[config.mk]
export PLATFORM = sky130hd
export DESIGN_NAME = usb2_ep_in_tx
export DESIGN_NICKNAME = d
export VERILOG_FILES = /design/src/rtl/usb2_pkg.sv /design/src/rtl/usb2_crc16.sv /design/src/rtl/usb2_ep_in_tx.sv
export SDC_FILE = /design/constraint.sdc
export NUM_CORES = 1
export LEC_CHECK = 0
export CAP_MARGIN = 10
export CELL_PAD_IN_SITES_DETAIL_PLACEMENT = 0
export CELL_PAD_IN_SITES_GLOBAL_PLACEMENT = 1
export CORE_ASPECT_RATIO = 2
export CORE_MARGIN = 3
export CORE_UTILIZATION = 40
export DETAILED_ROUTE_END_ITERATION = 7
export PLACE_DENSITY = 0.79
export SETUP_SLACK_MARGIN = 0.4
export SYNTH_ARGS = -nofsm -noshare
export SYNTH_HDL_FRONTEND = slang
export SYNTH_HIERARCHICAL = 1
export SYNTH_SLANG_ARGS = --single-unit
[constraint.sdc]
create_clock -name phy_clk -period 2.9 [get_ports phy_clk]
set_clock_uncertainty 0.05 [all_clocks]
set_input_delay 0.58 -clock phy_clk [delete_from_list [all_inputs] [get_ports phy_clk]]
set_output_delay 0.58 -clock phy_clk [all_outputs]
set_load 0.02 [all_outputs]
[src/rtl/usb2_pkg.sv]
// Shared USB 2.0 constants: PIDs, CRC16 parameters and the IN-transmit FSM encoding.
package usb2_pkg;

  localparam logic [7:0] PID_DATA0 = 8'hC3;
  localparam logic [7:0] PID_DATA1 = 8'h4B;
  localparam logic [7:0] PID_ACK   = 8'hD2;
  localparam logic [7:0] PID_NAK   = 8'h5A;
  localparam logic [7:0] PID_STALL = 8'h1E;

  // Reflected polynomial; the residual is what a receiver sees after checking data + CRC.
  localparam logic [15:0] CRC16_POLY     = 16'hA001;
  localparam logic [15:0] CRC16_INIT     = 16'hFFFF;
  localparam logic [15:0] CRC16_RESIDUAL = 16'hB001;

  typedef enum logic [3:0] {
    ST_IDLE     = 4'd0,
    ST_HS       = 4'd1,
    ST_PID      = 4'd2,
    ST_PAYLOAD  = 4'd3,
    ST_CRC_LO   = 4'd4,
    ST_CRC_HI   = 4'd5,
    ST_WAIT_ACK = 4'd6,
    ST_ARM      = 4'd7,
    ST_ARM_WAIT = 4'd8
  } state_e;

endpackage

[src/rtl/usb2_crc16.sv]
// Byte-wide USB CRC16 accumulator (LSB-first, reflected). init has priority over en.
module usb2_crc16
  import usb2_pkg::*;
(
  input  logic        phy_clk,
  input  logic        reset,
  input  logic        init,
  input  logic        en,
  input  logic [7:0]  data,
  output logic [15:0] crc
);

  function automatic logic [15:0] crc16_next(input logic [15:0] c, input logic [7:0] d);
    logic [15:0] r;
    r = c ^ {8'h00, d};
    for (int i = 0; i < 8; i++) begin
      r = r[0] ? ((r >> 1) ^ CRC16_POLY) : (r >> 1);
    end
    return r;
  endfunction

  always_ff @(posedge phy_clk) begin
    if (reset || init) begin
      crc <= CRC16_INIT;
    end else if (en) begin
      crc <= crc16_next(crc, data);
    end
  end

endmodule

[src/rtl/usb2_ep_in_tx.sv]
// IN-token responder: streams PID, buffer payload and CRC16 to the tx byte path,
// then waits for the host ACK and releases the endpoint buffer via the arm handshake.
module usb2_ep_in_tx
  import usb2_pkg::*;
#(
  parameter int MAX_PKT      = 512,
  parameter int ACK_TIMEOUT  = 120,
  parameter int ARM_HOLD_MAX = 255
) (
  input  logic       phy_clk,
  input  logic       reset,
  input  logic       in_token,
  input  logic       ep_stall,
  output logic [8:0] buf_out_addr,
  input  logic [7:0] buf_out_q,
  input  logic [9:0] buf_out_len,
  input  logic       buf_out_hasdata,
  output logic       buf_out_arm,
  input  logic       buf_out_arm_ack,
  input  logic [1:0] data_toggle,
  output logic       data_toggle_act,
  output logic [7:0] tx_data,
  output logic       tx_valid,
  input  logic       tx_ready,
  output logic       tx_last,
  input  logic       rx_ack,
  output logic       busy,
  output logic       err_arm,
  output state_e     dbg_state
);

  localparam logic [9:0] MAX_LEN  = 10'(MAX_PKT);
  localparam logic [7:0] TMO_LAST = 8'(ACK_TIMEOUT - 1);
  localparam logic [7:0] ARM_LAST = 8'(ARM_HOLD_MAX - 1);

  state_e      state, state_n;
  logic [9:0]  plen, plen_n, idx, idx_n, idx_inc;
  logic [7:0]  cnt, cnt_n, hs_pid, hs_pid_n;
  logic        pid_odd, pid_odd_n, toggle_n, err_n;
  logic        accept, crc_init, crc_en;
  logic [15:0] crc;

  // Valid/ready: a byte transfers on a cycle where tx_valid and tx_ready are both high;
  // tx_data and tx_last are held while tx_valid is high and tx_ready is low.
  assign tx_valid  = (state == ST_HS) || (state == ST_PID) || (state == ST_PAYLOAD) ||
                     (state == ST_CRC_LO) || (state == ST_CRC_HI);
  assign accept    = tx_valid & tx_ready;
  assign busy      = (state != ST_IDLE);
  assign dbg_state = state;
  assign idx_inc   = idx + {9'd0, accept};

  usb2_crc16 u_crc (
    .phy_clk (phy_clk),
    .reset   (reset),
    .init    (crc_init),
    .en      (crc_en),
    .data    (buf_out_q),
    .crc     (crc)
  );

  always_comb begin
    state_n      = state;
    plen_n       = plen;
    idx_n        = idx;
    cnt_n        = cnt;
    hs_pid_n     = hs_pid;
    pid_odd_n    = pid_odd;
    toggle_n     = 1'b0;
    err_n        = err_arm;
    tx_data      = 8'h00;
    tx_last      = 1'b0;
    buf_out_addr = 9'd0;
    buf_out_arm  = 1'b0;
    crc_init     = 1'b0;
    crc_en       = 1'b0;
    case (state)
      ST_IDLE: begin
        if (in_token) begin
          if (ep_stall) begin
            hs_pid_n = PID_STALL;
            state_n  = ST_HS;
          end else if (!buf_out_hasdata) begin
            hs_pid_n = PID_NAK;
            state_n  = ST_HS;
          end else begin
            plen_n    = (buf_out_len > MAX_LEN) ? MAX_LEN : buf_out_len;
            idx_n     = 10'd0;
            pid_odd_n = data_toggle[0];
            crc_init  = 1'b1;
            state_n   = ST_PID;
          end
        end
      end
      ST_HS: begin
        tx_data = hs_pid;
        tx_last = 1'b1;
        if (accept) state_n = ST_IDLE;
      end
      ST_PID: begin
        tx_data = pid_odd ? PID_DATA1 : PID_DATA0;
        if (accept) state_n = (plen == 10'd0) ? ST_CRC_LO : ST_PAYLOAD;
      end
      ST_PAYLOAD: begin
        // Address runs one ahead on accept so the next byte arrives with no bubble.
        tx_data      = buf_out_q;
        buf_out_addr = idx_inc[8:0];
        if (accept) begin
          crc_en = 1'b1;
          idx_n  = idx_inc;
          if (idx == plen - 10'd1) state_n = ST_CRC_LO;
        end
      end
      ST_CRC_LO: begin
        tx_data = ~crc[7:0];
        if (accept) state_n = ST_CRC_HI;
      end
      ST_CRC_HI: begin
        tx_data = ~crc[15:8];
        tx_last = 1'b1;
        if (accept) begin
          cnt_n   = 8'd0;
          state_n = ST_WAIT_ACK;
        end
      end
      ST_WAIT_ACK: begin
        if (rx_ack) begin
          toggle_n = 1'b1;
          cnt_n    = 8'd0;
          state_n  = ST_ARM;
        end else if (cnt == TMO_LAST) begin
          state_n = ST_IDLE;
        end else begin
          cnt_n = cnt + 8'd1;
        end
      end
      ST_ARM: begin
        buf_out_arm = 1'b1;
        if (buf_out_arm_ack) begin
          state_n = ST_ARM_WAIT;
        end else if (cnt == ARM_LAST) begin
          err_n   = 1'b1;
          state_n = ST_IDLE;
        end else begin
          cnt_n = cnt + 8'd1;
        end
      end
      ST_ARM_WAIT: begin
        // Ack is multi-cycle; re-arming before it drops would release two buffers.
        if (!buf_out_arm_ack) state_n = ST_IDLE;
      end
      default: state_n = ST_IDLE;
    endcase
  end

  always_ff @(posedge phy_clk) begin
    if (reset) begin
      state           <= ST_IDLE;
      plen            <= 10'd0;
      idx             <= 10'd0;
      cnt             <= 8'd0;
      hs_pid          <= 8'h00;
      pid_odd         <= 1'b0;
      data_toggle_act <= 1'b0;
      err_arm         <= 1'b0;
    end else begin
      state           <= state_n;
      plen            <= plen_n;
      idx             <= idx_n;
      cnt             <= cnt_n;
      hs_pid          <= hs_pid_n;
      pid_odd         <= pid_odd_n;
      data_toggle_act <= toggle_n;
      err_arm         <= err_n;
    end
  end

endmodule

* Yosys cells after proc, flatten, opt, wreduce, memory -nomap -nowiden *
Index checks and enable logic that the tools add are counted.

storage, ports and cells
  latch bits = 0
  bits in writable memories = 0
  memories = 0
  ROM bits = 0
  input port bits = 28
  register bits after elaboration = 59

operators by class
  shifts and indexed selects = 0
  bitwise operators = 15
  multiplexer cells = 50
  $mul = 0
  $lt $le $gt $ge = 1
  reduce and logical (&&, ||, !) cells = 18
  $add $sub $neg = 3
  equal/unequal tests = 27
  divide/modulo/power cells = 0

operators by type and width
  kind                     number
  $mux W16                 8
  $mux W8                  8
  $mux W10                 5
  $mux W4                  12
  $pmux W8 S5              1
  $pmux W4 S9              1
  $ne A2 B2 Y1 const B     12
  $not A2 Y3               8
  $pmux W8 S3              1
  $pmux W10 S2             1
  $eq A4 B3 Y1 const B     4
  $not A8 Y8               2
  $xor A16 B8 Y16          1
  $add A10 B1 Y10          1
  $eq A10 B10 Y1           1
  $gt A10 B10 Y1 const B   1
  $logic_not A10 Y1        1
  $reduce_and A10 Y1       1
  $reduce_and A5 Y1        2
  $sub A10 B1 Y10 const B  1
  $mux W1                  9
  $mux W9                  1
  $ne A3 B3 Y1 const B     3
  $add A8 B1 Y8 const B    1
  other kinds (18)         28

* Longest topological paths before layout *
Gate-level depths: netlist of run 1.

  depth in word-level cells = 17
  gate-level depth with buffers = 12
  mapped depth without buffers = 12

* Cells and area by module *
Netlist of run 1, hierarchy kept.

modules (own cells, without submodules)
  module         seq. area each (sq um)  cells each  area an instance (sq um)  instances
  usb2_ep_in_tx  760.7                   361         2653.8                    1
  usb2_crc16     320.3                   86          793.3                     1

* Worst setup path before layout of run 1 *
No wires, ideal clock.

  path type = reg-to-output
  from = register state[0], in the netlist dbg_state[0]
  to = output port buf_out_addr[8]
  arrival time = 2.795 ns
  path buffers = 1
  path slack = -0.525 ns
  data required time = 2.270 ns
  cell stages (with the launch flop) = 11
  cell sequence = dfxtp_1 -> nor3_1 -> a211oi_1 -> nand2_1 -> inv_1 -> ha_1 -> ha_1 -> nand3_1 -> or3_1 -> a21oi_1 -> buf_4

on the way
  cells in the longest elaborated chain, start to end = 8
  elaborated cells on any way between the ends = 12
  classes of those cells = add/sub: 1; eq/ne: 5; mux: 1; bitwise: 1; reduce/logical: 4

ends and longest elaborated chain
  what                                          line                  text
  start: declaration                            usb2_ep_in_tx.sv:36   state_e state, state_n;
  start signal: assignment                      usb2_ep_in_tx.sv:166  state <= state_n;
  $eq A4 B1 Y1 or $eq A4 B2 Y1 (tied branches)  usb2_ep_in_tx.sv:45   assign tx_valid = (state == ST_HS) || (state == ST_PID) || (state == ST_PAYLOAD) ||
  $logic_or A1 B1 Y1 (3 in series)              usb2_ep_in_tx.sv:45
  $logic_or A1 B1 Y1 *                          usb2_ep_in_tx.sv:46   (state == ST_CRC_LO) || (state == ST_CRC_HI);
  named net tx_valid                            usb2_ep_in_tx.sv:23   output logic tx_valid,
  $and A1 B1 Y1 *                               usb2_ep_in_tx.sv:47   assign accept = tx_valid & tx_ready;
  $add A10 B1 Y10 *                             usb2_ep_in_tx.sv:50   assign idx_inc = idx + {9'd0, accept};
  $mux W9 *                                     usb2_ep_in_tx.sv:76   case (state)
  end: declaration                              usb2_ep_in_tx.sv:14   output logic [8:0] buf_out_addr,

Mark *: on every way through the listed nets, which the timed path passes. The rest lies on a longest branch.

* Worst setup path in the final report of run 1 *
  from = register state[2], in the netlist dbg_state[2]
  to = output port buf_out_addr[7]

on the way
  cells in the longest elaborated chain, start to end = 8
  elaborated cells on any way between the ends = 12
  classes of those cells = add/sub: 1; eq/ne: 5; mux: 1; bitwise: 1; reduce/logical: 4

ends and longest elaborated chain
  what                                          line
  $eq A4 B1 Y1 or $eq A4 B2 Y1 (tied branches)  usb2_ep_in_tx.sv:45
  $logic_or A1 B1 Y1 (3 in series)              usb2_ep_in_tx.sv:45
  $logic_or A1 B1 Y1                            usb2_ep_in_tx.sv:46
  $and A1 B1 Y1                                 usb2_ep_in_tx.sv:47
  $add A10 B1 Y10                               usb2_ep_in_tx.sv:50
  $mux W9 *                                     usb2_ep_in_tx.sv:76

Mark *: on every way between the ends. The rest lies on a longest branch, timed or not.

==> results of run 1 <==
-- per-layer routing --
layer  track usage (%)  vias to the layer above  part of all wire, %
met1             20.08                     1621                   36
met2             41.29                       70                   57
li1                  -                     1711                    -
met4             11.19                        0                  4.1
met3             2.337                       21                  2.8
met5                 0                        -                    0
-- stage by stage --
step	cells	setup TNS, ns
global route	631	-0.05524
finish	631	0
CTS	617	-0.001037
detailed placement	605	-3.059
global placement	605	-3.026
floorplan	447	0
-- cell type report --
cell class	count	area, um^2	share of cell area, %
flip-flops and latches	54	1096	22.96
inverters	15	60.06	1.258
multi-input cells	349	2381	49.87
repair buffers	107	945.9	19.81
clock buffers	5	125.1	2.621
clock inverters	3	43.79	0.9172
well taps	98	122.6	2.568
-- layout by cell type (no fill, tap or decap), types with 3 or more instances in the layout --
cell	n
nor2_1	55
buf_4	54
nand2_1	48
dfxtp_1	46
a21oi_1	34
clkdlybuf4s50_1	32
xnor2_1	26
o21ai_0	21
xor2_1	16
mux2i_1	14
buf_6	13
inv_1	12
a22oi_1	9
nor3_1	8
nand4_1	8
nor3b_1	7
nand3_1	6
dfxtp_2	6
and2_1	5
and3_1	5
clkbuf_16	5
o21ai_1	4
nand3b_1	4
nand2b_1	3
nor2_4	3
nand2_4	3
nor2_2	3
a221oi_2	3
or3_1	3
ha_1	3
dlygate4sd2_1	3
-- cell usage after synthesis, types with 4 or more instances --
cell	instances	area, um^2
nor2_1	59	221.5
ha_1	6	75.07
or3_1	4	25.02
and3_1	6	37.54
nand3b_1	4	30.03
mux2i_1	14	140.1
a21oi_1	37	185.2
inv_1	15	56.30
a211oi_1	4	30.03
xor2_1	16	140.1
clkbuf_1	12	45.04
nand3_1	8	40.04
xnor2_1	26	227.7
and2_1	5	31.28
nand2_1	53	198.9
dfxtp_1	54	1081
o21ai_0	24	120.1
nor2b_1	5	31.28
buf_4	9	67.56
buf_2	5	25.02
a22oi_1	9	67.56
nor3_1	10	50.05
nand4_1	8	50.05
nor3b_1	7	52.55
-- timing repair --
item,in CTS,in global routing
pin swaps,6,17
setup endpoints to repair,26,21
gates resized for setup,73,69
setup buffers,4,14
endpoints found under the hold margin,0,0
-- cells by family (layout without fill, tap and decap cells) --
family,Yosys count,count (layout),synth area share [%]
AND/OR/NAND/NOR,187,187,26.75
AO/OA/AOI/OAI,99,99,18.08
flip-flops,54,54,31.36
buffers and inverters,44,130,6.170
XOR/XNOR,43,43,11.40
multiplexers,14,14,4.065
adder cells (fa/ha/maj),6,6,2.178
-- worst register-to-register path, delay by kind of cell, from the launching register on --
| family | cells | cell delay (ns) |
|---|---|---|
| AOI/OAI and AO/OA | 4 | 0.79 |
| buffers and inverters | 2 | 0.32 |
| DFF | 1 | 0.34 |
| and+or+nand+nor | 3 | 0.86 |
-- state kept, by name, indices dropped and copies added, names as in the netlist --
name             count
idx                 10
data_toggle_act      1
cnt                  8
plen                10
u_crc/crc           16
err_arm              1
hs_pid               3
dbg_state            4
pid_odd              1
-- how the worst min path moves through the flow --
| stage | to | slack [ns] | depth (start not counted) |
|---|---|---|---|
| after floorplan | pid_odd | 0.40 | 2 |
| after global placement | err_arm | 0.41 | 2 |
| after detailed placement | hs_pid[2] | 0.43 | 2 |
| after CTS | hs_pid[2] | 0.44 | 2 |
| after global routing | hs_pid[2] | 0.48 | 2 |
| final | hs_pid[2] | 0.44 | 2 |
-- where the power goes --
group	switching [mW]	internal (mW)	total, mW
logic	0.863	0.744	1.61
registers	0.0540	0.791	0.845
clock network	0.289	0.408	0.697
total	1.21	1.94	3.15
==> metrics.cfg, run 1 <==
[run_status]
status=completed

[timing]
rsz0062_at_grt=yes
worstMarginPinSlew_ns=0.5611
finalCriticalPeriod_ns=2.819
post-route-period-util_pct=97.19
finalMaxSlewViolations=0
fin_hold_ws_ns=0.4403
fmax_ghz=0.3548
hold_viol=0
finalWorstSetupSlack_ns=0.08135
setup-violations-final=0
slew_headroom_pct=62.52

[final_layout]
drive_above_1_share_pct=24.95
finish.utilization_pct=57.18
diodes=0
final_cell_area_um2=4775
fillers=812
final_nets=566
syn_to_final_growth_pct=38.51

[flow_run]
cap_violations=0

[worst_setup_path]
worst-path-stages=11
cp_top_family=simple AND/OR/NAND/NOR gates
cp.arrival_ns=2.19
endpoint=buf_out_addr[7]
r2r-start=dbg_state[0]
worstPathRequired_ns=2.27
crit_chain=a211oi_4 > nand2_2 > inv_2 > ha_4 > buf_6 > nand3_4 > nor2_4 > nand2_2 > or2_4 > a21oi_4 > buf_6
cp_max_fo=4
setup.worst_path.class=reg2out
rrSetupSlack_ns=0.48
cpPeakStageDelay_ns=0.37
r2r-end=dbg_state[2]
cp_num_buf_inv=3
crit_start=dbg_state[2]
slowest_stage=dfxtp_4
r2r_cells=9
critPathCaptureType=output pin
worstSetupStartpointType=flop

[drt]
vias=3423
dr.pass1.iters=4
drtIter0Drc=198
totalWireLength_mm=10.07
wire_per_inst_um=15.95
drc=0
vias_per_cell=5.425
ant_nets=0

[die]
num_io_pins=55
die_y_um=137.3
dieArea_um2=9835
initial_utilization_pct=41.28
core_um2=8351
rows=47
dieWidth_um=71.64

[place]
post_dp_cell_area_um2=4307
port_buffers=53
place_hpwl_mm=7.591
dp_worst_setup_slack_ns=-0.5687
place.gp.congestion=0.8024

[hold_path]
hold_start=hs_pid[2]
holdCritPathClass=reg2reg

[yosys]
synth.avg_cell_area_um2=7.712
synthArstFlopShare_pct=0
synth-seq-cells=54
yosys_most_used_dff=dfxtp_1
synth_nets=481
seq_area_frac_synth_pct=31.36
yosysUniqueCellTypes=56
netlist_instances=447
syn_area_um2=3447
yosysWarnings=6
synth_edf_count=0

[clock_network]
root_buffer=clkbuf_16
holdBufCountCts=0
tritoncts=yes
h-tree-depth=2
clockBufferDepth=2
numCtsBuffers=5
clk_latency_ns=0.30
clock-sinks=54
cts.clk_slew.worst_paths_ns=0.07

[global_route]
grt_usage_pct=20.83
grt_overflow=0
grt_max_degree=26
grt_pass1_vias=3420
grt_pass1_wl_mm=16.08
antenna_found_initial=0

[pwr]
p_total_mw=3.150
power_leakage_nw=1.873
power_density_nw_per_um2=659.7
ir_drop_mv=0.5233

Note: power is estimated with default switching activity, not from simulation.
==> run 2, diff against run 1 <==
CORE_UTILIZATION = 43   (was 40)
PLACE_DENSITY = 0.84   (was 0.79)
clock period = 3.38 ns   (was 2.9 ns; I/O delays follow)
==> metrics.cfg, run 2 (synthesis results as in run 1) <==
[worst_setup_path]
critPathCaptureType=output pin  ; unchanged
r2r-end=u_crc/crc[14]  ; was dbg_state[2]
cp.arrival_ns=2.30  ; was 2.19 ns
worstPathRequired_ns=2.65  ; was 2.27 ns
rrSetupSlack_ns=0.69  ; was 0.48 ns
cp_max_fo=4  ; unchanged
r2r_cells=10  ; was 9
r2r-start=dbg_state[3]  ; was dbg_state[0]
worstSetupStartpointType=flop  ; unchanged
setup.worst_path.class=reg2out  ; unchanged

[pwr]
seqPwrFrac_pct=30.4  ; was 26.8%
power_density_nw_per_um2=545.0  ; was 659.7 nW/um^2
p_sw_share_pct=39.76  ; was 38.27%
power.share.combinational_pct=48.4  ; was 51.0%
p_total_mw=2.363  ; was 3.150 mW
switchingPower_mw=0.9396  ; was 1.206 mW
power_leakage_nw=1.661  ; was 1.873 nW
ir_drop_mv=0.3050  ; was 0.5233 mV
pwr-share-clk_pct=21.2  ; was 22.1%
internal_power_mw=1.423  ; was 1.944 mW

[drt]
vias_per_cell=5.574  ; was 5.425
drc=0  ; unchanged
wire_per_inst_um=16.44  ; was 15.95 um
vias=3322  ; was 3,423
dr.pass1.iters=4  ; unchanged
ant_nets=0  ; unchanged
totalWireLength_mm=9.800  ; was 10.07 mm
drtIter0Drc=197  ; was 198

[global_route]
grt_pass1_wl_mm=15.88  ; was 16.08 mm
grt_usage_pct=21.44  ; was 20.83%
antenna_found_initial=0  ; unchanged
grt_pass1_vias=3298  ; was 3,420
grt_overflow=0  ; unchanged
grt_max_degree=30  ; was 26

[run_status]
status=completed  ; unchanged

[hold_path]
worstHoldEndpoint=err_arm  ; was hs_pid[2]
holdCritPathClass=reg2reg  ; unchanged
hold_depth=2  ; unchanged
hold_start=err_arm  ; was hs_pid[2]

[clock_network]
clockBufferDepth=2  ; unchanged
holdBufCountCts=0  ; unchanged
tritoncts=yes  ; unchanged
h-tree-depth=2  ; unchanged
clock-sinks=54  ; unchanged
root_buffer=clkbuf_16  ; unchanged
numCtsBuffers=5  ; unchanged
clk_latency_ns=0.29  ; was 0.30 ns
cts.clk_slew.worst_paths_ns=0.07  ; about the same

[die]
initial_utilization_pct=44.69  ; was 41.28%
dieWidth_um=69.31  ; was 71.64 um
dieArea_um2=9192  ; was 9835 um^2
die_y_um=132.6  ; was 137.3 um
rows=45  ; was 47
num_io_pins=55  ; unchanged
core_um2=7714  ; was 8351 um^2

[final_layout]
top_regs=u_crc/crc (16), idx (10), plen (10)  ; unchanged
final_nets=536  ; was 566
diodes=0  ; unchanged
top_register=u_crc/crc  ; unchanged
syn_to_final_growth_pct=25.77  ; was 38.51%
finish.utilization_pct=56.20  ; was 57.18%
multi_input_area_um2=2252  ; was 2381 um^2
fillers=736  ; was 812
layoutNonFillerInstCount=596  ; was 631
drive_above_1_share_pct=13.94  ; was 24.95%
final_cell_mix=nor2_1 (57), nand2_1 (50), dfxtp_1 (50)  ; was nor2_1 (55), buf_4 (54), nand2_1 (48)
largest_reg_flops=16  ; unchanged
layout_commonest_cell=nor2_1  ; unchanged
regArea_um2=1091  ; was 1096 um^2

[timing]
finalCriticalPeriod_ns=3.030
rsz0062_at_grt=yes  ; unchanged
fin_tns_setup_ns=0  ; unchanged
setup-violations-final=0  ; unchanged
hold_viol=0  ; unchanged
worstMarginPinSlew_ns=0.6738  ; was 0.5611 ns
fmax_ghz=0.3301
fin_hold_ws_ns=0.4222  ; was 0.4403 ns
slew_headroom_pct=55.08  ; was 62.52%
post-route-period-util_pct=89.63
finalMaxSlewViolations=0  ; unchanged

[place]
dp.cells=583  ; was 605
place_hpwl_mm=7.395  ; was 7.591 mm
port_buffers=53  ; unchanged
place.gp.congestion=0.8528  ; was 0.8024

[flow_run]
cap_violations=0  ; unchanged

## run 2: changes by cell type in the layout (fill, tap and decap cells not counted), sizes merged, moves of 2 or more
| cell | delta |
|---|---|
| clkdlybuf4s50 | +6 |
| clkinvlp | -2 |
| buf | -41 |
| dlygate4sd2 | +2 |
| clkbuf | +3 |
## run 2: stage by stage
stage          area (um^2)  setup slack, ns
2_1_floorplan         3491           0.4190
3_3_place_gp          4103          -0.3543
3_5_place_dp          4103          -0.3530
4_1_cts               4302           0.3417
5_1_grt               4335           0.2402
6_report              4335           0.3504
## run 2: power groups by stage
stage	registers [mW]	clock network [mW]	logic (mW)
after CTS	0.718	0.513	1.13
after global routing	0.723	0.533	1.24
after floorplan	0.739	0	0.693
final	0.718	0.501	1.14
after detailed placement	0.727	0	1.11
after global placement	0.725	0	1.10
## run 2: how the worst max path moves through the flow
stage	endpoint	startpoint	slack (ns)	cells after the start
global route	buf_out_addr[8]	dbg_state[1]	0.24	10
CTS	buf_out_addr[8]	dbg_state[1]	0.34	10
floorplan	buf_out_addr[7]	dbg_state[2]	0.42	11
detailed placement	buf_out_addr[8]	tx_ready	-0.35	9
global placement	buf_out_addr[8]	tx_ready	-0.35	9
finish	buf_out_addr[8]	dbg_state[1]	0.35	10
## run 2: area by class of cell
| cell class | instances | area share [%] |
|---|---|---|
| multi-input cells | 349 | 51.95 |
| flip-flops and latches | 54 | 25.17 |
| repair buffers | 77 | 15.82 |
| clock buffers | 7 | 3.059 |
| well taps | 94 | 2.713 |
| inverters | 15 | 1.299 |
## run 2: what timing repair did
item | in CTS | in global routing
buffers inserted | 3 | 3
pin swaps | 6 | 6
resized for setup | 44 | 14
cloned | 0 | 0
setup endpoints to repair | 14 | 15
## run 2: worst max-delay path: stages, from the launching register on
cell      delay [ns]
dfxtp_4         0.38
nor3_2          0.07
a211oi_4        0.21
nand2_2         0.13
inv_2           0.10
ha_4            0.15
ha_4            0.14
nand3_4         0.10
or3_1           0.39
a21oi_2         0.18
buf_4           0.17
## run 2: per-layer routing
metal / part of all wire (%) / track usage (%) / up-vias / routed length [um]
li1: - / - / 1651 / -
met1: 36 / 21.29 / 1590 / 3565
met2: 58 / 42.55 / 71 / 5687
met3: 3.6 / 3.574 / 10 / 353
met4: 2.0 / 8.370 / 0 / 193
met5: 0 / 0 / - / 0
